$ cat src/rtl/spi_txn_arbiter_if.sv
// rtl/spi_txn_arbiter_if.sv - requester and SPI-master side signals of the transaction arbiter
interface spi_txn_arbiter_if #(
    parameter int NUM_REQ    = 3,
    parameter int DATA_WIDTH = 8
);
    logic [NUM_REQ-1:0]            req;
    logic [NUM_REQ*DATA_WIDTH-1:0] req_tx_data;
    logic [NUM_REQ*2-1:0]          req_slave_sel;
    logic [NUM_REQ*2-1:0]          req_mode;
    logic [NUM_REQ-1:0]            gnt;
    logic [NUM_REQ-1:0]            rsp_valid;
    logic [DATA_WIDTH-1:0]         rsp_data;
    logic                          rsp_err;
    logic                          busy;
    logic                          m_start;
    logic [DATA_WIDTH-1:0]         m_tx_data;
    logic [1:0]                    m_slave_sel;
    logic                          m_cpol;
    logic                          m_cpha;
    logic                          m_done;
    logic [DATA_WIDTH-1:0]         m_rx_data;

    modport slave (
        input  req, req_tx_data, req_slave_sel, req_mode, m_done, m_rx_data,
        output gnt, rsp_valid, rsp_data, rsp_err, busy,
               m_start, m_tx_data, m_slave_sel, m_cpol, m_cpha
    );

    modport master (
        output req, req_tx_data, req_slave_sel, req_mode, m_done, m_rx_data,
        input  gnt, rsp_valid, rsp_data, rsp_err, busy,
               m_start, m_tx_data, m_slave_sel, m_cpol, m_cpha
    );
endinterface

$ cat src/rtl/spi_txn_arbiter.sv
// rtl/spi_txn_arbiter.sv - round-robin scheduler sharing one SPI master between requesters
module spi_txn_arbiter #(
    parameter int NUM_REQ        = 3,
    parameter int DATA_WIDTH     = 8,
    parameter int NUM_SLAVES     = 3,
    parameter int GAP_CYCLES     = 4,
    parameter int TIMEOUT_CYCLES = 1024
) (
    input  logic              clk,
    input  logic              rst,
    spi_txn_arbiter_if.slave  bus
);
    localparam int PTR_W = $clog2(NUM_REQ);
    localparam int TO_W  = $clog2(TIMEOUT_CYCLES);
    localparam int GAP_W = $clog2(GAP_CYCLES + 1);

    localparam logic [PTR_W:0]   NREQ_W   = (PTR_W + 1)'(NUM_REQ);
    localparam logic [PTR_W-1:0] PTR_LAST = PTR_W'(NUM_REQ - 1);
    localparam logic [2:0]       NSLV     = 3'(NUM_SLAVES);
    localparam logic [TO_W-1:0]  TO_LAST  = TO_W'(TIMEOUT_CYCLES - 1);
    localparam logic [GAP_W-1:0] GAP_LOAD = GAP_W'(GAP_CYCLES);

    localparam logic [2:0] S_IDLE   = 3'd0;
    localparam logic [2:0] S_LAUNCH = 3'd1;
    localparam logic [2:0] S_BUSY   = 3'd2;
    localparam logic [2:0] S_RESP   = 3'd3;
    localparam logic [2:0] S_GAP    = 3'd4;

    logic [2:0]            r_state;
    logic [PTR_W-1:0]      r_rr_ptr;
    logic [NUM_REQ-1:0]    r_gnt;
    logic [NUM_REQ-1:0]    r_rsp_valid;
    logic [DATA_WIDTH-1:0] r_rsp_data;
    logic                  r_rsp_err;
    logic                  r_m_start;
    logic [DATA_WIDTH-1:0] r_m_tx_data;
    logic [1:0]            r_m_slave_sel;
    logic                  r_m_cpol;
    logic                  r_m_cpha;
    logic [TO_W-1:0]       r_to_cnt;
    logic [GAP_W-1:0]      r_gap_cnt;

    logic [DATA_WIDTH-1:0] w_tx   [NUM_REQ];
    logic [1:0]            w_sel  [NUM_REQ];
    logic [1:0]            w_mode [NUM_REQ];
    logic [PTR_W:0]        w_sum  [NUM_REQ];
    logic [PTR_W-1:0]      w_cand [NUM_REQ];
    logic                  w_found;
    logic [PTR_W-1:0]      w_winner;
    logic [PTR_W-1:0]      w_ptr_next;
    logic [NUM_REQ-1:0]    w_gnt_oh;
    logic                  w_sel_bad;
    logic [TO_W-1:0]       w_to_next;

    // w_cand[k] is the requester k positions after rr_ptr, wrapped at NUM_REQ
    for (genvar k = 0; k < NUM_REQ; k++) begin : g_req
        assign w_tx[k]   = bus.req_tx_data[k*DATA_WIDTH +: DATA_WIDTH];
        assign w_sel[k]  = bus.req_slave_sel[2*k +: 2];
        assign w_mode[k] = bus.req_mode[2*k +: 2];
        assign w_sum[k]  = {1'b0, r_rr_ptr} + (PTR_W + 1)'(k);
        assign w_cand[k] = (w_sum[k] >= NREQ_W) ? PTR_W'(w_sum[k] - NREQ_W)
                                                : w_sum[k][PTR_W-1:0];
    end

    always_comb begin
        w_found  = 1'b0;
        w_winner = '0;
        for (int k = NUM_REQ - 1; k >= 0; k--) begin
            if (bus.req[w_cand[k]]) begin
                w_found  = 1'b1;
                w_winner = w_cand[k];
            end
        end
    end

    always_comb begin
        w_gnt_oh           = '0;
        w_gnt_oh[w_winner] = 1'b1;
    end

    assign w_ptr_next = (w_winner == PTR_LAST) ? '0 : w_winner + PTR_W'(1);
    assign w_sel_bad  = ({1'b0, w_sel[w_winner]} >= NSLV);
    assign w_to_next  = r_to_cnt + TO_W'(1);

    always_ff @(posedge clk or posedge rst) begin
        if (rst) begin
            r_state       <= S_IDLE;
            r_rr_ptr      <= '0;
            r_gnt         <= '0;
            r_rsp_valid   <= '0;
            r_rsp_data    <= '0;
            r_rsp_err     <= 1'b0;
            r_m_start     <= 1'b0;
            r_m_tx_data   <= '0;
            r_m_slave_sel <= '0;
            r_m_cpol      <= 1'b0;
            r_m_cpha      <= 1'b0;
            r_to_cnt      <= '0;
            r_gap_cnt     <= '0;
        end else begin
            r_m_start   <= 1'b0;
            r_rsp_valid <= '0;
            case (r_state)
                S_IDLE: begin
                    if (w_found) begin
                        r_gnt    <= w_gnt_oh;
                        r_rr_ptr <= w_ptr_next;
                        // a bad slave code never reaches the master, so its settings stay put
                        if (w_sel_bad) begin
                            r_rsp_data <= '0;
                            r_rsp_err  <= 1'b1;
                            r_state    <= S_RESP;
                        end else begin
                            r_m_tx_data   <= w_tx[w_winner];
                            r_m_slave_sel <= w_sel[w_winner];
                            r_m_cpol      <= w_mode[w_winner][1];
                            r_m_cpha      <= w_mode[w_winner][0];
                            r_state       <= S_LAUNCH;
                        end
                    end
                end
                S_LAUNCH: begin
                    r_m_start <= 1'b1;
                    r_to_cnt  <= '0;
                    r_state   <= S_BUSY;
                end
                S_BUSY: begin
                    if (bus.m_done) begin
                        r_rsp_data <= bus.m_rx_data;
                        r_rsp_err  <= 1'b0;
                        r_state    <= S_RESP;
                    end else if (w_to_next == TO_LAST) begin
                        r_rsp_data <= '0;
                        r_rsp_err  <= 1'b1;
                        r_state    <= S_RESP;
                    end else begin
                        r_to_cnt <= w_to_next;
                    end
                end
                S_RESP: begin
                    r_rsp_valid <= r_gnt;
                    r_gnt       <= '0;
                    r_gap_cnt   <= GAP_LOAD;
                    r_state     <= S_GAP;
                end
                S_GAP: begin
                    if (r_gap_cnt <= GAP_W'(1)) begin
                        r_state <= S_IDLE;
                    end else begin
                        r_gap_cnt <= r_gap_cnt - GAP_W'(1);
                    end
                end
                default: r_state <= S_IDLE;
            endcase
        end
    end

    assign bus.gnt         = r_gnt;
    assign bus.rsp_valid   = r_rsp_valid;
    assign bus.rsp_data    = r_rsp_data;
    assign bus.rsp_err     = r_rsp_err;
    assign bus.busy        = (r_state != S_IDLE);
    assign bus.m_start     = r_m_start;
    assign bus.m_tx_data   = r_m_tx_data;
    assign bus.m_slave_sel = r_m_slave_sel;
    assign bus.m_cpol      = r_m_cpol;
    assign bus.m_cpha      = r_m_cpha;
endmodule
$ cat src/flat_wrapper.sv
// flat-port wrapper written by rule: the top's interface ports become plain ports
module spi_txn_arbiter_flat 
#(
    parameter int NUM_REQ        = 3,
    parameter int DATA_WIDTH     = 8,
    parameter int NUM_SLAVES     = 3,
    parameter int GAP_CYCLES     = 4,
    parameter int TIMEOUT_CYCLES = 1024
)
  (clk, rst, bus_req, bus_req_tx_data, bus_req_slave_sel, bus_req_mode, bus_m_done, bus_m_rx_data, bus_gnt, bus_rsp_valid, bus_rsp_data, bus_rsp_err, bus_busy, bus_m_start, bus_m_tx_data, bus_m_slave_sel, bus_m_cpol, bus_m_cpha);
  spi_txn_arbiter_if #(.NUM_REQ(NUM_REQ), .DATA_WIDTH(DATA_WIDTH)) bus_i ();
  input  logic clk;
  input  logic rst;
  input wire logic [$bits(bus_i.req)-1:0] bus_req;
  input wire logic [$bits(bus_i.req_tx_data)-1:0] bus_req_tx_data;
  input wire logic [$bits(bus_i.req_slave_sel)-1:0] bus_req_slave_sel;
  input wire logic [$bits(bus_i.req_mode)-1:0] bus_req_mode;
  input wire logic [$bits(bus_i.m_done)-1:0] bus_m_done;
  input wire logic [$bits(bus_i.m_rx_data)-1:0] bus_m_rx_data;
  output wire logic [$bits(bus_i.gnt)-1:0] bus_gnt;
  output wire logic [$bits(bus_i.rsp_valid)-1:0] bus_rsp_valid;
  output wire logic [$bits(bus_i.rsp_data)-1:0] bus_rsp_data;
  output wire logic [$bits(bus_i.rsp_err)-1:0] bus_rsp_err;
  output wire logic [$bits(bus_i.busy)-1:0] bus_busy;
  output wire logic [$bits(bus_i.m_start)-1:0] bus_m_start;
  output wire logic [$bits(bus_i.m_tx_data)-1:0] bus_m_tx_data;
  output wire logic [$bits(bus_i.m_slave_sel)-1:0] bus_m_slave_sel;
  output wire logic [$bits(bus_i.m_cpol)-1:0] bus_m_cpol;
  output wire logic [$bits(bus_i.m_cpha)-1:0] bus_m_cpha;
  assign bus_i.req = bus_req;
  assign bus_i.req_tx_data = bus_req_tx_data;
  assign bus_i.req_slave_sel = bus_req_slave_sel;
  assign bus_i.req_mode = bus_req_mode;
  assign bus_i.m_done = bus_m_done;
  assign bus_i.m_rx_data = bus_m_rx_data;
  assign bus_gnt = bus_i.gnt;
  assign bus_rsp_valid = bus_i.rsp_valid;
  assign bus_rsp_data = bus_i.rsp_data;
  assign bus_rsp_err = bus_i.rsp_err;
  assign bus_busy = bus_i.busy;
  assign bus_m_start = bus_i.m_start;
  assign bus_m_tx_data = bus_i.m_tx_data;
  assign bus_m_slave_sel = bus_i.m_slave_sel;
  assign bus_m_cpol = bus_i.m_cpol;
  assign bus_m_cpha = bus_i.m_cpha;
  spi_txn_arbiter #(.NUM_REQ(NUM_REQ), .DATA_WIDTH(DATA_WIDTH), .NUM_SLAVES(NUM_SLAVES), .GAP_CYCLES(GAP_CYCLES), .TIMEOUT_CYCLES(TIMEOUT_CYCLES)) u_core (.clk(clk), .rst(rst), .bus(bus_i));
endmodule
$ cat config.mk
export PLATFORM = sky130hd
export DESIGN_NAME = spi_txn_arbiter_flat
export DESIGN_NICKNAME = d
export VERILOG_FILES = /design/src/rtl/spi_txn_arbiter_if.sv /design/src/rtl/spi_txn_arbiter.sv /design/src/flat_wrapper.sv
export SDC_FILE = /design/constraint.sdc
export NUM_CORES = 1
export LEC_CHECK = 0
export ABC_AREA = 1
export CORE_UTILIZATION = 48
export CTS_BUF_LIST = sky130_fd_sc_hd__clkbuf_4
export DETAILED_ROUTE_END_ITERATION = 12
export GPL_ROUTABILITY_DRIVEN = 0
export GPL_TIMING_DRIVEN = 0
export PLACE_DENSITY = 0.84
export SYNTH_ARGS = -nofsm -noshare
export SYNTH_HDL_FRONTEND = slang
export SYNTH_SLANG_ARGS = --single-unit
$ cat constraint.sdc
create_clock -name clk -period 2.7 [get_ports clk]
set_input_delay 0.405 -clock clk [delete_from_list [all_inputs] [get_ports clk]]
set_output_delay 0.405 -clock clk [all_outputs]
set_load 0.01 [all_outputs]
### After elaboration in Yosys (flattened, before gate mapping)

Index checks and enable logic that the tools add are counted.

| word-level totals | value |
|---|---|
| logic and storage cells | 113 |
| output and inout bits | 29 |
| flip-flop bits (word level) | 46 |
| bits of input ports | 50 |

| operators by class | value |
|---|---|
| equal/unequal tests | 13 |
| bitwise gates (word level) | 2 |
| add/subtract/negate cells | 8 |
| mux-type cells | 52 |
| reductions and logical operators | 14 |
| $lt $le $gt $ge | 11 |

Operators with widths:

| kind | count |
|---|---|
| 2-to-1 mux 8 bit | 6 |
| 2-to-1 mux 2 bit | 12 |
| 2-to-1 mux 3 bit | 7 |
| 2-to-1 mux 10 bit | 2 |
| case mux 10 bit (2 select lines) | 1 |
| binary-select mux 8 bit (select 2 bit) | 1 |
| case mux 8 bit (2 select lines) | 1 |
| case mux 3 bit (5 select lines) | 1 |
| less-than comparator 2 x 3 -> 1 bit (second input constant) | 4 |
| 2-to-1 mux 1 bit | 12 |
| case mux 3 bit (2 select lines) | 2 |
| adder 10 x 1 -> 10 bit (second input constant) | 1 |
| == test 10 bit (second input constant) | 1 |
| AND reduction 3 bit | 3 |
| binary-select mux 2 bit (select 2 bit) | 2 |
| nonzero test 2 bit | 4 |
| binary-select mux 1 bit (select 2 bit) | 3 |
| == test 3 x 2 -> 1 bit (second input constant) | 2 |
| greater-or-equal comparator 3 x 2 -> 1 bit (second input constant) | 2 |
| inequality test 2 x 1 -> 1 bit (second input constant) | 3 |
| inequality test 2 bit (second input constant) | 3 |
| AND reduction 2 bit | 3 |
| subtractor 2 bit (second input constant) | 3 |
| greater-or-equal comparator 2 bit (second input constant) | 2 |
| 19 further kinds | 19 |

### Logic depth before layout (Yosys ltp)

| logic depth | value |
|---|---|
| depth after elaboration | 16 |
| mapped depth | 18 |

### Worst setup path before layout

No wires, ideal clock.

| timing path | value |
|---|---|
| path type | register -> register |
| start | reg u_core.r_rr_ptr[0] |
| end | reg u_core.r_m_slave_sel[0], in the netlist u_core.bus.m_slave_sel[0] |
| cell stages (with the launch flop) | 16 |
| path slack | 0.670 ns |
| period minus slack after synthesis | 2.030 ns |
| buffers on the path | 1 |
| required time | 2.577 ns |
| setup time | 0.123 ns |
| arrival | 1.907 ns |
| cell sequence | dfrtp_1 -> inv_1 -> ha_1 -> inv_2 -> nand2_1 -> nand3_1 -> nand2_1 -> nand2_1 -> nand3_2 -> nand3_1 -> nor2_1 -> nor2_1 -> nand2_2 -> nand2_2 -> buf_6 -> a21oi_2 |

| between the ends | value |
|---|---|
| word-level cells in the longest chain between the ends | 15 |
| elaborated cells on any way between the ends | 30 |
| those cells by class | add/sub: 5; order compare: 4; mux: 18; bitwise: 2; reduce/logical: 1 |

Ends and longest elaborated chain:

| what | RTL line | text |
|---|---|---|
| from (decl) | spi_txn_arbiter.sv:30 | `logic [PTR_W-1:0] r_rr_ptr;` |
| from (signal assigned) | spi_txn_arbiter.sv:107 | `r_rr_ptr <= w_ptr_next;` |
| adder 2 x 2 -> 3 bit | spi_txn_arbiter.sv:60 | `assign w_sum[k] = {1'b0, r_rr_ptr} + (PTR_W + 1)'(k);` |
| greater-or-equal comparator 3 x 2 -> 1 bit / subtractor 2 bit (equally long branches) | spi_txn_arbiter.sv:61 | `assign w_cand[k] = (w_sum[k] >= NREQ_W) ? PTR_W'(w_sum[k] - NREQ_W)` |
| 2-to-1 mux 2 bit | spi_txn_arbiter.sv:61 |  |
| binary-select mux 1 bit (select 2 bit) | spi_txn_arbiter.sv:69 | `if (bus.req[w_cand[k]]) begin` |
| 2-to-1 mux 1 bit (implied by the code) | spi_txn_arbiter.sv:69 |  |
| 2-to-1 mux 2 bit (3 in a row) | spi_txn_arbiter.sv:69 |  |
| inverter 2 -> 3 bit (implied by the code) | spi_txn_arbiter.sv:82, spi_txn_arbiter.sv:115 |  |
| binary-select mux 2 bit (select 2 bit) | spi_txn_arbiter.sv:82, spi_txn_arbiter.sv:115 |  |
| 2-to-1 mux 2 bit (implied by the code) (2 in a row) | spi_txn_arbiter.sv:82, spi_txn_arbiter.sv:115 |  |
| greater-or-equal comparator 2 bit | spi_txn_arbiter.sv:82 | `assign w_sel_bad = ({1'b0, w_sel[w_winner]} >= NSLV);` |
| inverter 1 bit (no line) | - |  |
| AND reduction 3 bit (no line) | - |  |
| to (signal assigned) | spi_txn_arbiter.sv:115 | `r_m_slave_sel <= w_sel[w_winner];` |
| to (decl) | spi_txn_arbiter.sv:37 | `logic [1:0] r_m_slave_sel;` |

Several ways; a longest one is shown, not always the timed one. The select of a mux whose other input is x is not followed.
A chain may end at the register's enable or synchronous reset.

### Worst setup path after layout

| timing path | value |
|---|---|
| start | reg u_core.r_rr_ptr[0] |
| end | reg u_core.r_rsp_data[2], in the netlist u_core.bus.rsp_data[2] |

| between the ends | value |
|---|---|
| word-level cells in the longest chain between the ends | 15 |
| elaborated cells on any way between the ends | 31 |
| those cells by class | add/sub: 5; order compare: 4; eq/ne: 2; mux: 18; bitwise: 1; reduce/logical: 1 |

Ends and longest elaborated chain:

| what | RTL line | text |
|---|---|---|
| adder 2 x 2 -> 3 bit | spi_txn_arbiter.sv:60 |  |
| greater-or-equal comparator 3 x 2 -> 1 bit / subtractor 2 bit (equally long branches) | spi_txn_arbiter.sv:61 |  |
| 2-to-1 mux 2 bit | spi_txn_arbiter.sv:61 |  |
| binary-select mux 1 bit (select 2 bit) | spi_txn_arbiter.sv:69 |  |
| 2-to-1 mux 1 bit (implied by the code) | spi_txn_arbiter.sv:69 |  |
| 2-to-1 mux 2 bit (3 in a row) | spi_txn_arbiter.sv:69 |  |
| inverter 2 -> 3 bit (implied by the code) | spi_txn_arbiter.sv:82 |  |
| binary-select mux 2 bit (select 2 bit) | spi_txn_arbiter.sv:82 |  |
| 2-to-1 mux 2 bit (implied by the code) (2 in a row) | spi_txn_arbiter.sv:82 |  |
| greater-or-equal comparator 2 bit | spi_txn_arbiter.sv:82 |  |
| inequality test 2 x 1 -> 1 bit (no line) | - |  |
| AND reduction 4 bit (no line) * | - |  |
| to (signal assigned) | spi_txn_arbiter.sv:129 | `r_rsp_data <= bus.m_rx_data;` |
| to (decl) | spi_txn_arbiter.sv:33 | `logic [DATA_WIDTH-1:0] r_rsp_data;` |

Mark *: on every way between the ends. The rest lies on a longest branch, timed or not. The select of a mux whose other input is x is not followed.

==> reports/results.tsv <==
stage	metric	value	unit
pwr	Reg power frac	0.276	
final_layout	most frequent cells in the layout	123 x nand2_1, 78 x clkdlybuf4s50_1, 46 x dfrtp_1	
worst_setup_path	r2r endpoint	u_core.bus.rsp_data[2]	
sta	final setup margin	0.337	ns
clocking	CTS Buf Count	5	
run_status	status	completed	
grt	first-pass GRT wire length	9.78	mm
sta	Setup TNS Final	0	ns
worst_setup_path	Setup CP Type	flip-flop to flip-flop	
pwr	peak supply drop	0.000646	V
yosys	Post-synth EDFFs	0	
clocking	clock sink count	46	
detailed_routing	final wirelength	5.93	mm
yosys	compound-cell area share of the yosys netlist	0.113	
yosys	asr flop ratio synth	1.00	
yosys	Main synth FF type	dfrtp_1	
sta	endpoints failing setup	0	
clocking	H-tree Lvls	2	
pwr	Pleak	1.69	nW
final_layout	fraction of layout cells with a size suffix above 1	0.0905	
floorplanning	site row count	26	
detailed_routing	vias per inst	4.97	
worst_setup_path	R2R depth	16	
detailed_routing	# DRC	0	
clocking	Clock Latency Late Sink	0.35	ns
yosys	synth unique cells	26	
clocking	Post-CTS Setup Repair Bufs	0	
grt	initial antenna violation count	0	
grt	grt ovf	0	
yosys	xor/xnor share of the synthesized area	0.0204	
floorplanning	Die H	75.2	um
detailed_routing	DRT antenna net count	0	
clocking	CTS tree	done	
job	MaxCap Viol Count	0	
pwr	Power Density	1080	nW/um^2
pwr	Comb pwr share	0.592	
clocking	Reg clk slew, reported paths	0.14	ns
detailed_routing	DRT iter0 DRCs	122	
pwr	total net switching power	0.00174	W
worst_setup_path	crit path DAT	2.62	ns
detailed_routing	routed wire length per instance	11.8	um
yosys	syn nets	400	
placed_design	Post-DP HPWL	4.73	mm
sta	Final Max Slew Viols	0	
clocking	CTS Hold Bufs	0	
yosys	simple-gate area share of the yosys netlist	0.321	
detailed_routing	drt pass-1 iters	4	
worst_setup_path	Setup crit end kind	flip-flop	
worst_setup_path	launch point of the worst reg-to-reg path	u_core.r_rr_ptr[0]	
yosys	multiplexer area fraction after synthesis	0	
worst_setup_path	Worst Path Required	2.95	ns
sta	Slew HR	0.697	
sta	Post-Route Skew	0.00952	ns
floorplanning	die area	5650	sq um
final_layout	Area growth syn-to-layout	38.7	%
final_layout	most common cell after layout, fill and taps aside	nand2_1	
yosys	Post-Syn Instances	344	
min_path	worst min path class	primary input to async pin	
sta	Final min period	2.36	ns
clocking	CTS max path bufs	2	
final_layout	antenna diode count	0	
sta	Least-Margin Pin Slew	0.454	ns
final_layout	Layout Nets	486	
grt	Tot GR Track Use	0.230	
yosys	YS warnings	0	
yosys	largest family of logic cells by synthesized area	simple AND/OR/NAND/NOR gates	
yosys	Seq/Total Area, Yosys	0.448	
floorplanning	core area	5140	sq um
sta	RSZ-0062 raised after global routing	no	
grt	largest net degree at the start of global routing	45	
yosys	synthesized cell area	2570	sq um
clocking	post_cts resized	0	
floorplanning	starting density of the core	0.500	
pwr	Internal Pwr Total	0.00212	W
worst_setup_path	Worst setup SP type	flip-flop	
grt	vias in the first global route	2260	
worst_setup_path	flop2flop setup slack	0.34	ns
pwr	Clock Power Share	0.132	
floorplanning	Die X-Extent	75.2	um
sta	upper clock frequency limit	0.423	GHz
yosys	average cell area after synthesis	7.47	sq um
floorplanning	I/O Pins	79	
sta	Fin. Hold Viols	0	
placed_design	IO buf count	78	
clocking	clock root buffer	clkbuf_4	
sta	final period utilization	0.875	
worst_setup_path	worst-path maximum fanout	9	
yosys	Post-Synth Adder-Cell Area	0.0292	
yosys	Yosys reg bits	46	
placed_design	Place WS	0.194	ns
pwr	switching share of power	0.451	
detailed_routing	vias after detailed routing	2489	
[per-layer routing]
layer | global-route usage | routed length [um] | part of all wire
met5 | 0 | 0 | 0
met4 | 0.0638 | 66 | 0.011
met3 | 0.0669 | 393 | 0.066
met2 | 0.390 | 2880 | 0.49
met1 | 0.289 | 2590 | 0.44
[how the worst max path moves through the flow]
stage	from	to
4_1_cts	u_core.r_rr_ptr[0]	u_core.bus.rsp_data[2]
5_1_grt	u_core.r_rr_ptr[0]	u_core.bus.rsp_data[2]
2_1_floorplan	u_core.r_rr_ptr[0]	u_core.bus.m_slave_sel[0]
3_5_place_dp	bus_req[2]	u_core.bus.rsp_data[2]
6_report	u_core.r_rr_ptr[0]	u_core.bus.rsp_data[2]
3_3_place_gp	bus_req[2]	u_core.bus.rsp_data[6]
[cells in the mapped netlist (all sizes together) (3+ instances only)]
library cell    n  area [sq um]
nand2         128           493
ha              6          75.1
o21ai          30           184
nand4           3          18.8
a21oi          15          78.8
nor3            4          20.0
or2             7          43.8
buf             5          37.5
dfrtp          46          1150
inv            33           124
xor2            6          52.6
nor2           19          71.3
nand3          33           170
o22ai           3          18.8
[layout make-up]
cell class / count / area [sq um]
buffer: 7 / 45.0
clock buffer: 5 / 37.5
clock inverter: 3 / 68.8
fill: 458 / 1580
inverter: 35 / 131
multi-input combinational: 256 / 1240
sequential: 46 / 1150
tap: 70 / 87.6
timing repair buffer: 79 / 801
[critical path, stage by stage, from the launching register on]
cell     delay (ns)
dfrtp_1        0.38
inv_1          0.08
ha_1           0.37
inv_2          0.12
nand2_1        0.07
nand3_1        0.08
nand2_1        0.10
nand2_1        0.10
nand3_2        0.12
nand3_1        0.16
nor2_1         0.06
nor2_1         0.16
nand2_2        0.10
nand2_1        0.10
nand2_2        0.13
nand2_1        0.10
nand2_1        0.06
[stage by stage]
| stage | power (W) | utilization | hold WS, ns | instances | instance area [sq um] |
|---|---|---|---|---|---|
| final | 0.00387 | 0.694 | 0.220 | 501 | 3560 |
| after global routing | 0.00421 | 0.694 | 0.200 | 501 | 3560 |
| after detailed placement | 0.00337 | 0.673 | 0.463 | 493 | 3460 |
| after global placement | 0.00330 | 0.669 | 0.453 | 492 | 3440 |
| after CTS | 0.00389 | 0.694 | 0.202 | 501 | 3560 |
| after floorplan | 0.00259 | - | 0.459 | 344 | 2570 |
[registers in the layout, summed over array words and instances (netlist names)]
name,count
u_core.bus.gnt,3
u_core.bus.rsp_valid,3
u_core.r_state,3
u_core.bus.m_cpha,1
u_core.bus.m_slave_sel,2
u_core.bus.m_tx_data,8
u_core.r_rr_ptr,2
u_core.bus.m_start,1
u_core.r_to_cnt,10
u_core.bus.rsp_data,8
u_core.bus.rsp_err,1
u_core.r_gap_cnt,3
u_core.bus.m_cpol,1
[power groups by stage]
stage	Sequential, W	Combinational [W]	Clock, W
6_report	0.00107	0.00229	0.000510
2_1_floorplan	0.00112	0.00147	0
4_1_cts	0.00107	0.00230	0.000520
3_5_place_dp	0.00108	0.00229	0
5_1_grt	0.00109	0.00257	0.000548
3_3_place_gp	0.00107	0.00223	0
[cells by family (layout without fill, tap and decap cells)]
family / count (synthesis) / count (layout)
xor+xnor: 6 / 6
fa+ha+maj: 6 / 6
simple gates: 195 / 195
buf+inv: 42 / 129
compound gates: 49 / 49
flops: 46 / 46
No activity file was read; power rests on OpenSTA's default activity.
